==> config.mk <==
export PLATFORM = sky130hd
export DESIGN_NAME = alu_pipe
export DESIGN_NICKNAME = d
export VERILOG_FILES = /design/src/rtl/alu_pkg.sv /design/src/rtl/alu_mul_seq.sv /design/src/rtl/alu_pipe.sv
export SDC_FILE = /design/constraint.sdc
export NUM_CORES = 1
export LEC_CHECK = 0
export BUFFER_PORTS_ARGS = -buffer_cell sky130_fd_sc_hd__buf_2
export CAP_MARGIN = 10
export CORE_MARGIN = 2
export CORE_UTILIZATION = 45
export CTS_BUF_LIST = sky130_fd_sc_hd__clkbuf_8 sky130_fd_sc_hd__clkbuf_16
export DETAILED_ROUTE_END_ITERATION = 12
export PLACE_DENSITY_LB_ADDON = 0.15
export SLEW_MARGIN = 20
export SYNTH_ARGS = -nofsm -noshare
export SYNTH_HDL_FRONTEND = slang
export SYNTH_SLANG_ARGS = --single-unit
==> constraint.sdc <==
create_clock -name clk -period 8.8 [get_ports clk]
set_input_delay 0.88 -clock clk [delete_from_list [all_inputs] [get_ports clk]]
set_output_delay 0.88 -clock clk [all_outputs]
set_load 0.005 [all_outputs]
==> src/rtl/alu_pkg.sv <==
// Shared opcode encodings, flag bit positions and the multiplier FSM states for alu_pipe.
package alu_pkg;

  localparam logic [3:0] OP_ADD    = 4'b0000;
  localparam logic [3:0] OP_PADDSB = 4'b0001;
  localparam logic [3:0] OP_SUB    = 4'b0010;
  localparam logic [3:0] OP_AND    = 4'b0011;
  localparam logic [3:0] OP_NOR    = 4'b0100;
  localparam logic [3:0] OP_SLL    = 4'b0101;
  localparam logic [3:0] OP_SRL    = 4'b0110;
  localparam logic [3:0] OP_SRA    = 4'b0111;
  localparam logic [3:0] OP_LW     = 4'b1000;
  localparam logic [3:0] OP_SW     = 4'b1001;
  localparam logic [3:0] OP_LHB    = 4'b1010;
  localparam logic [3:0] OP_LLB    = 4'b1011;
  localparam logic [3:0] OP_MUL    = 4'b1100;
  localparam logic [3:0] OP_JAL    = 4'b1101;

  localparam int FLAG_Z = 0;
  localparam int FLAG_V = 1;
  localparam int FLAG_N = 2;

  typedef enum logic [1:0] {
    MUL_IDLE = 2'd0,
    MUL_BUSY = 2'd1,
    MUL_DONE = 2'd2
  } mul_state_t;

  // Signed 8-bit add clamped to the int8 range; one PADDSB lane.
  function automatic logic [7:0] sat_add8(input logic [7:0] a, input logic [7:0] b);
    logic [7:0] s;
    s = a + b;
    if ((a[7] == b[7]) && (s[7] != a[7]))
      return a[7] ? 8'h80 : 8'h7F;
    return s;
  endfunction

endpackage

==> src/rtl/alu_mul_seq.sv <==
// Iterative unsigned shift-add multiplier: one multiplier bit per cycle over WIDTH cycles.
module alu_mul_seq
#(
  parameter int WIDTH = 16
)
(
  input  logic                 clk,
  input  logic                 rst,
  input  logic                 start,
  input  logic [WIDTH-1:0]     a,
  input  logic [WIDTH-1:0]     b,
  output logic                 busy,
  output logic                 done,
  output logic [2*WIDTH-1:0]   product
);

  localparam int CNT_W = $clog2(WIDTH);

  logic [2*WIDTH-1:0] mcand;
  logic [WIDTH-1:0]   mplier;
  logic [CNT_W-1:0]   count;

  // done marks the cycle in which the last partial product is folded in
  assign done = busy && (count == '0);

  always_ff @(posedge clk) begin
    if (rst) begin
      busy    <= 1'b0;
      count   <= '0;
      mcand   <= '0;
      mplier  <= '0;
      product <= '0;
    end else if (start) begin
      busy    <= 1'b1;
      count   <= CNT_W'(WIDTH - 1);
      mcand   <= {{WIDTH{1'b0}}, a};
      mplier  <= b;
      product <= '0;
    end else if (busy) begin
      if (mplier[0])
        product <= product + mcand;
      mcand  <= mcand << 1;
      mplier <= mplier >> 1;
      if (count == '0)
        busy <= 1'b0;
      else
        count <= count - 1'b1;
    end
  end

endmodule

==> src/rtl/alu_pipe.sv <==
// Handshaked ALU with a registered result/flag stage, optional saturation and a sequential MUL.
module alu_pipe
  import alu_pkg::*;
#(
  parameter int WIDTH    = 16,
  parameter int SATURATE = 1,
  parameter int MUL_EN   = 1
)
(
  input  logic             clk,
  input  logic             rst,
  input  logic             in_valid,
  output logic             in_ready,
  input  logic [3:0]       in_op,
  input  logic [WIDTH-1:0] in_src0,
  input  logic [WIDTH-1:0] in_src1,
  input  logic [WIDTH-1:0] in_imm,
  output logic             out_valid,
  input  logic             out_ready,
  output logic [WIDTH-1:0] out_result,
  output logic [2:0]       flags
);

  localparam int SHW = $clog2(WIDTH);
  localparam logic [WIDTH-1:0] SMAX = {1'b0, {(WIDTH-1){1'b1}}};
  localparam logic [WIDTH-1:0] SMIN = {1'b1, {(WIDTH-1){1'b0}}};

  mul_state_t state, state_nxt;

  logic out_free, accept, is_mul, mul_start, load_alu, load_mul;
  logic mul_busy, mul_done;
  logic [2*WIDTH-1:0] mul_product;
  logic [WIDTH-1:0]   alu_result, sum, diff, mul_result;
  logic [2:0]         alu_flags, mul_flags;
  logic               ov, upd_nvz, upd_z;

  assign out_free  = !out_valid || out_ready;
  assign in_ready  = (state == MUL_IDLE) && !mul_busy && out_free;
  assign accept    = in_valid && in_ready;
  assign is_mul    = (MUL_EN != 0) && (in_op == OP_MUL);
  assign mul_start = accept && is_mul;
  assign load_alu  = accept && !is_mul;
  assign load_mul  = (state == MUL_DONE) && out_free;

  alu_mul_seq #(.WIDTH(WIDTH)) u_mul (
    .clk     (clk),
    .rst     (rst),
    .start   (mul_start),
    .a       (in_src0),
    .b       (in_src1),
    .busy    (mul_busy),
    .done    (mul_done),
    .product (mul_product)
  );

  always_ff @(posedge clk) begin
    if (rst)
      state <= MUL_IDLE;
    else
      state <= state_nxt;
  end

  always_comb begin
    state_nxt = state;
    case (state)
      MUL_IDLE: if (mul_start) state_nxt = MUL_BUSY;
      MUL_BUSY: if (mul_done)  state_nxt = MUL_DONE;
      MUL_DONE: if (out_free)  state_nxt = MUL_IDLE;
      default:                 state_nxt = MUL_IDLE;
    endcase
  end

  always_comb begin
    sum        = in_src0 + in_src1;
    diff       = in_src0 - in_src1;
    ov         = 1'b0;
    upd_nvz    = 1'b0;
    upd_z      = 1'b0;
    alu_result = '0;
    alu_flags  = flags;
    case (in_op)
      OP_ADD: begin
        ov         = (in_src0[WIDTH-1] == in_src1[WIDTH-1]) && (sum[WIDTH-1] != in_src0[WIDTH-1]);
        alu_result = ((SATURATE != 0) && ov) ? (in_src0[WIDTH-1] ? SMIN : SMAX) : sum;
        upd_nvz    = 1'b1;
      end
      OP_SUB: begin
        ov         = (in_src0[WIDTH-1] != in_src1[WIDTH-1]) && (diff[WIDTH-1] != in_src0[WIDTH-1]);
        alu_result = ((SATURATE != 0) && ov) ? (in_src0[WIDTH-1] ? SMIN : SMAX) : diff;
        upd_nvz    = 1'b1;
      end
      OP_PADDSB: begin
        for (int i = 0; i < WIDTH/8; i++)
          alu_result[8*i +: 8] = sat_add8(in_src0[8*i +: 8], in_src1[8*i +: 8]);
      end
      OP_AND: begin alu_result = in_src0 & in_src1;    upd_z = 1'b1; end
      OP_NOR: begin alu_result = ~(in_src0 | in_src1); upd_z = 1'b1; end
      OP_SLL: begin alu_result = in_src0 << in_imm[SHW-1:0]; upd_z = 1'b1; end
      OP_SRL: begin alu_result = in_src0 >> in_imm[SHW-1:0]; upd_z = 1'b1; end
      OP_SRA: begin
        alu_result = WIDTH'($signed(in_src0) >>> in_imm[SHW-1:0]);
        upd_z      = 1'b1;
      end
      OP_LW, OP_SW: alu_result = in_src0 + in_imm;
      OP_LHB:       alu_result = {in_imm[7:0], in_src0[WIDTH-9:0]};
      OP_LLB:       alu_result = in_imm;
      OP_JAL:       alu_result = in_src1;
      default:      alu_result = '0;
    endcase
    if (upd_nvz) begin
      alu_flags[FLAG_N] = alu_result[WIDTH-1];
      alu_flags[FLAG_V] = ov;
      alu_flags[FLAG_Z] = (alu_result == '0);
    end else if (upd_z) begin
      alu_flags[FLAG_Z] = (alu_result == '0);
    end
  end

  always_comb begin
    mul_result        = mul_product[WIDTH-1:0];
    mul_flags         = '0;
    mul_flags[FLAG_N] = mul_result[WIDTH-1];
    mul_flags[FLAG_V] = |mul_product[2*WIDTH-1:WIDTH];
    mul_flags[FLAG_Z] = (mul_result == '0);
  end

  // A new load wins over a drain in the same cycle, so back-to-back ops leave no bubble
  always_ff @(posedge clk) begin
    if (rst) begin
      out_valid  <= 1'b0;
      out_result <= '0;
      flags      <= '0;
    end else if (load_alu) begin
      out_valid  <= 1'b1;
      out_result <= alu_result;
      flags      <= alu_flags;
    end else if (load_mul) begin
      out_valid  <= 1'b1;
      out_result <= mul_result;
      flags      <= mul_flags;
    end else if (out_ready) begin
      out_valid  <= 1'b0;
    end
  end

endmodule

==> results.txt <==
Detailed placement ended at an HPWL of about 39000 um. The clock latency on the worst-skew pair is 0.36 ns. The top cell types in the final layout, fill and taps aside, are 147 x sky130_fd_sc_hd__nand2_1, 145 x sky130_fd_sc_hd__a21oi_1, 126 x sky130_fd_sc_hd__nor2_1. The worst setup path is of the input port to register kind. The critical path depth in cells is 21.

Among cell families on the critical path, the largest total delay comes from compound AO/OA/AOI/OAI gates. The layout filler cell count came out at between 2000 and 3000. The count of buffer and inverter cells on the critical path came out at 2.

Leaving out fill and tap cells, the most frequent cell in the layout is sky130_fd_sc_hd__nand2_1. Post-CTS timing repair inserted 0 buffers for setup. The max capacitance violation total came out at 0.

The total wire length after detailed routing came out at about 52000 um. The worst reg-to-reg path cell count is 10. The critical path goes through buf_2 > inv_1 > ha_1 > nor3_1 > a21oi_1 > nand3_1 > a31oi_1 > o21ai_0 > a31o_2 > a21oi_1 > o21ba_2 > fa_1 > xnor2_1 > and2_1 > o21ai_0 > o311ai_0 > a2111oi_0 > nand4_1 > or3_1 > or4_1 > o31ai_2. For this run, the top clock speed supported by timing is 149 MHz. The worst stage delay on the critical path is between 0.6 and 0.7 ns.

The initial antenna violation count is 1. After detailed routing, the number of remaining DRC violations is 0. The cell area after synthesis is 11900 um^2. After layout, the worst path uses between 70% and 80% of the clock period. The routed wire length on met2 is approximately 23000 um.

Setup violations remaining at the end of the flow were counted as 0. The number of buffers added by the clock tree synthesis step came out at 9. The number of pins with negative max-slew slack in the final report is 0.

The total number of yosys warnings is 0. The detailed router placed about 13000 vias in this run. STA classifies the critical path endpoint as a register. At the pin with the least slew margin, the transition time is between 1 and 1.5 ns. Synthesis produced a netlist whose cell count is 1569. After the last flow step, the layout net total stands at ~1700. The maximum level of the CTS H-tree came out at 3. The final non-filler cell total is about 1900.

STA puts the critical path data arrival time at roughly 7 ns. For this run, the leading register cell type out of synthesis is sky130_fd_sc_hd__dfxtp_1. By area the synthesized netlist is led by sky130_fd_sc_hd__dfxtp_1 18%, sky130_fd_sc_hd__ha_1 11%, sky130_fd_sc_hd__a21oi_1 6.1%, sky130_fd_sc_hd__nand2_1 4.6%, sky130_fd_sc_hd__mux4_2 4.4%. The number of nets produced by synthesis came out at 1731. The headroom to the max-slew limit came out at between 10% and 20%. Once placement completed, the tool counted placed cells totaling around 1900. The number of I/O pins is 77.

The vertical die dimension is 166 um. The mean area per synthesized cell is roughly 7.6 um^2. The number of rows created at floorplan is 59.

The area inside the core boundary is approximately 26000 um^2. The largest individual stage delay along the critical path comes from the cell sky130_fd_sc_hd__a2111oi_0. The remaining antenna violation count is 0.

For the final routed database, the setup TNS stands at 0 ns. The fraction of post-synthesis cell area in the top cell type by area came out at around 18%. For this block, the initial DRC count from the detailed router was 1590. The critical path ends at flags[0]$_SDFFE_PP0P_.

The via count of the first global-routing pass came out at 11900. The total global routing track utilization came out at between 30% and 40%. The highest net fanout along the worst path is 13. The count of clock tree sinks is ~110. The power per cell area came out at approximately 120 nW/um^2.

The register bit total from synthesis came out at ~110. The die area came out at ~28000 um^2. The met1 wire length came out at 22000 um. Input and output buffers added on the ports amount to between 70 and 80. The starting density of the core came out at between 40% and 50%.

The endpoint identified for the worst register-to-register timing path is flags[0]$_SDFFE_PP0P_. The horizontal die dimension came out at about 170 um. The critical path starts at in_src0[3]. The number of search-and-repair iterations in the first detailed-routing pass is 6. The flow ran to the end, and the final reports show no timing, DRC or antenna violations. TritonCTS built the clock tree. The number of synthesized flops with an enable pin is 0.

After synthesis, the share of flip-flops with an asynchronous set or reset is 0%. For the worst setup path, the data required time is roughly 9.1 ns. Setup repair after global routing left no endpoint under its margin. The worst-case IR drop observed on VDD is 0.0818 mV. Post-CTS repair changed the size of 0 cells. The worst hold-check path type is register to register. The biggest area contributor in the post-synthesis netlist is sky130_fd_sc_hd__dfxtp_1. The area overhead of the layout relative to synthesis came out at 6.98%. The worst register-to-register path begins at u_mul.busy$_SDFF_PP0_. In the final layout, the share of cells above drive strength 1 is between 10% and 20%. The final number of hold-violating endpoints was 0. After clock tree synthesis, the clock-pin slew on the worst setup and hold paths is 0.08 ns. The leakage dissipation came out at about 5 nW. The clock root buffer is sky130_fd_sc_hd__clkbuf_16.

The first-pass GRT wire length is ~76000 um. The shortest period the worst path allows is 6.70 ns. The synthesized netlist contains 83 unique library cells. The aggregate global routing overflow came out at 0. The wire length on met3 is 3820 um. The worst clock skew came out at 0.0214 ns. In the routed layout, each cell is associated on average with a via count of just under 7. Entering global routing, the biggest net connects 64 pins.

At the end of routability-driven placement, the weighted congestion stood at between 1 and 1.5. The hold buffer count at cts came out at 0. The worst setup path is launched from an input port.

The slack of the worst reg-to-reg path is around 4.7 ns. Summing the sequential cell areas from Yosys gives a little under a fifth of the chip area. Dividing the detail-routed wire length by the instance count gives between 20 and 30 um.

The clock passes through at most 2 buffers. Signal routing reaches up to met4.
through the flow:
stage | worst slack, ns | power [mW] | util (%) | cell area (um^2) | hold slack [ns]
2_1_floorplan | 3.21 | 0.848 | - | 11900 | 0.437
3_3_place_gp | 2.09 | 1.04 | 47.7 | 12400 | 0.442
3_5_place_dp | 1.98 | 1.04 | 47.7 | 12400 | 0.445
4_1_cts | 2.37 | 1.45 | 48.8 | 12700 | 0.459
5_1_grt | 1.96 | 1.51 | 48.9 | 12700 | 0.476
6_report | 2.10 | 1.46 | 48.9 | 12700 | 0.455
per-layer routing:
layer  track usage [%]  vias to the layer above
met4              17.1                        0
met3              4.89                      158
met1              48.0                     6285
met5                 0                        -
li1                  -                     5880
met2              57.1                      656
cells by family (layout without fill, tap and decap cells):
family	after synthesis	count (layout)	synth area share [%]
AND/OR/NAND/NOR	536	536	22.6
AO/OA/AOI/OAI	522	522	29.6
buffers and inverters	177	179	5.85
flip-flops	107	107	18.0
adder cells (fa/ha/maj)	106	106	11.6
multiplexers	77	77	9.07
XOR/XNOR	44	44	3.25
other	0	1	0
layout make-up:
cell class / count / area, um^2 / area share (%)
flip-flops and latches: 107 / 2140 / 16.9
clock buffers: 10 / 239 / 1.88
diodes: 1 / 2.50 / 0.0197
repair buffers: 97 / 538 / 4.24
well taps: 335 / 419 / 3.30
multi-input cells: 1285 / 9060 / 71.4
inverters: 66 / 248 / 1.95
clock inverters: 6 / 47.5 / 0.374
worst reg2reg max path, stage by stage, from the launching register on:
cell and delay, ns:
sky130_fd_sc_hd__dfxtp_2 0.31, sky130_fd_sc_hd__buf_4 0.34, sky130_fd_sc_hd__or3b_1 0.52, sky130_fd_sc_hd__nor3_4 0.43
sky130_fd_sc_hd__nand2_1 0.27, sky130_fd_sc_hd__or4_1 0.56, sky130_fd_sc_hd__or4_1 0.50, sky130_fd_sc_hd__nor3_2 0.29
sky130_fd_sc_hd__nand4_1 0.13, sky130_fd_sc_hd__or4_1 0.44, sky130_fd_sc_hd__o31ai_2 0.21
registers in the layout (all words and copies together) (netlist names):
register       flops
flags              3
out_result        16
out_valid          1
state              2
u_mul.busy         1
u_mul.count        4
u_mul.mcand       32
u_mul.mplier      16
u_mul.product     32
Yosys cell counts (14+ instances only):
| cell type | n |
|---|---|
| sky130_fd_sc_hd__a21oi_1 | 145 |
| sky130_fd_sc_hd__nand4_1 | 21 |
| sky130_fd_sc_hd__a21o_1 | 20 |
| sky130_fd_sc_hd__a31oi_1 | 20 |
| sky130_fd_sc_hd__o21ai_0 | 67 |
| sky130_fd_sc_hd__nand3_1 | 49 |
| sky130_fd_sc_hd__inv_1 | 65 |
| sky130_fd_sc_hd__buf_2 | 14 |
| sky130_fd_sc_hd__nand2_1 | 147 |
| sky130_fd_sc_hd__mux2_2 | 14 |
| sky130_fd_sc_hd__ha_1 | 100 |
| sky130_fd_sc_hd__dfxtp_1 | 107 |
| sky130_fd_sc_hd__nor2b_1 | 29 |
| sky130_fd_sc_hd__nor2_1 | 127 |
| sky130_fd_sc_hd__mux2i_1 | 40 |
| sky130_fd_sc_hd__nor3_1 | 33 |
| sky130_fd_sc_hd__clkbuf_1 | 83 |
| sky130_fd_sc_hd__nor4_1 | 20 |
| sky130_fd_sc_hd__o211ai_1 | 23 |
| sky130_fd_sc_hd__mux4_2 | 23 |
| sky130_fd_sc_hd__a211oi_1 | 60 |
| sky130_fd_sc_hd__xnor2_1 | 34 |
| sky130_fd_sc_hd__o21bai_1 | 18 |
| sky130_fd_sc_hd__a22oi_1 | 50 |
worst min path at each step:
stage	start	to	depth (start not counted)
6_report	flags[1]$_SDFFE_PP0P_	flags[1]$_SDFFE_PP0P_	2
5_1_grt	u_mul.mplier[7]$_SDFFE_PP0P_	u_mul.mplier[7]$_SDFFE_PP0P_	2
4_1_cts	flags[2]$_SDFFE_PP0P_	flags[2]$_SDFFE_PP0P_	2
3_5_place_dp	flags[2]$_SDFFE_PP0P_	flags[2]$_SDFFE_PP0P_	2
3_3_place_gp	flags[2]$_SDFFE_PP0P_	flags[2]$_SDFFE_PP0P_	2
2_1_floorplan	u_mul.mplier[10]$_SDFFE_PP0P_	u_mul.mplier[10]$_SDFFE_PP0P_	2
power breakdown:
group	switching [mW]	internal [mW]	total, mW
registers	0.00648	0.494	0.501
clock network	0.211	0.204	0.415
logic	0.359	0.185	0.544
Note: power is estimated with default switching activity, not from simulation.
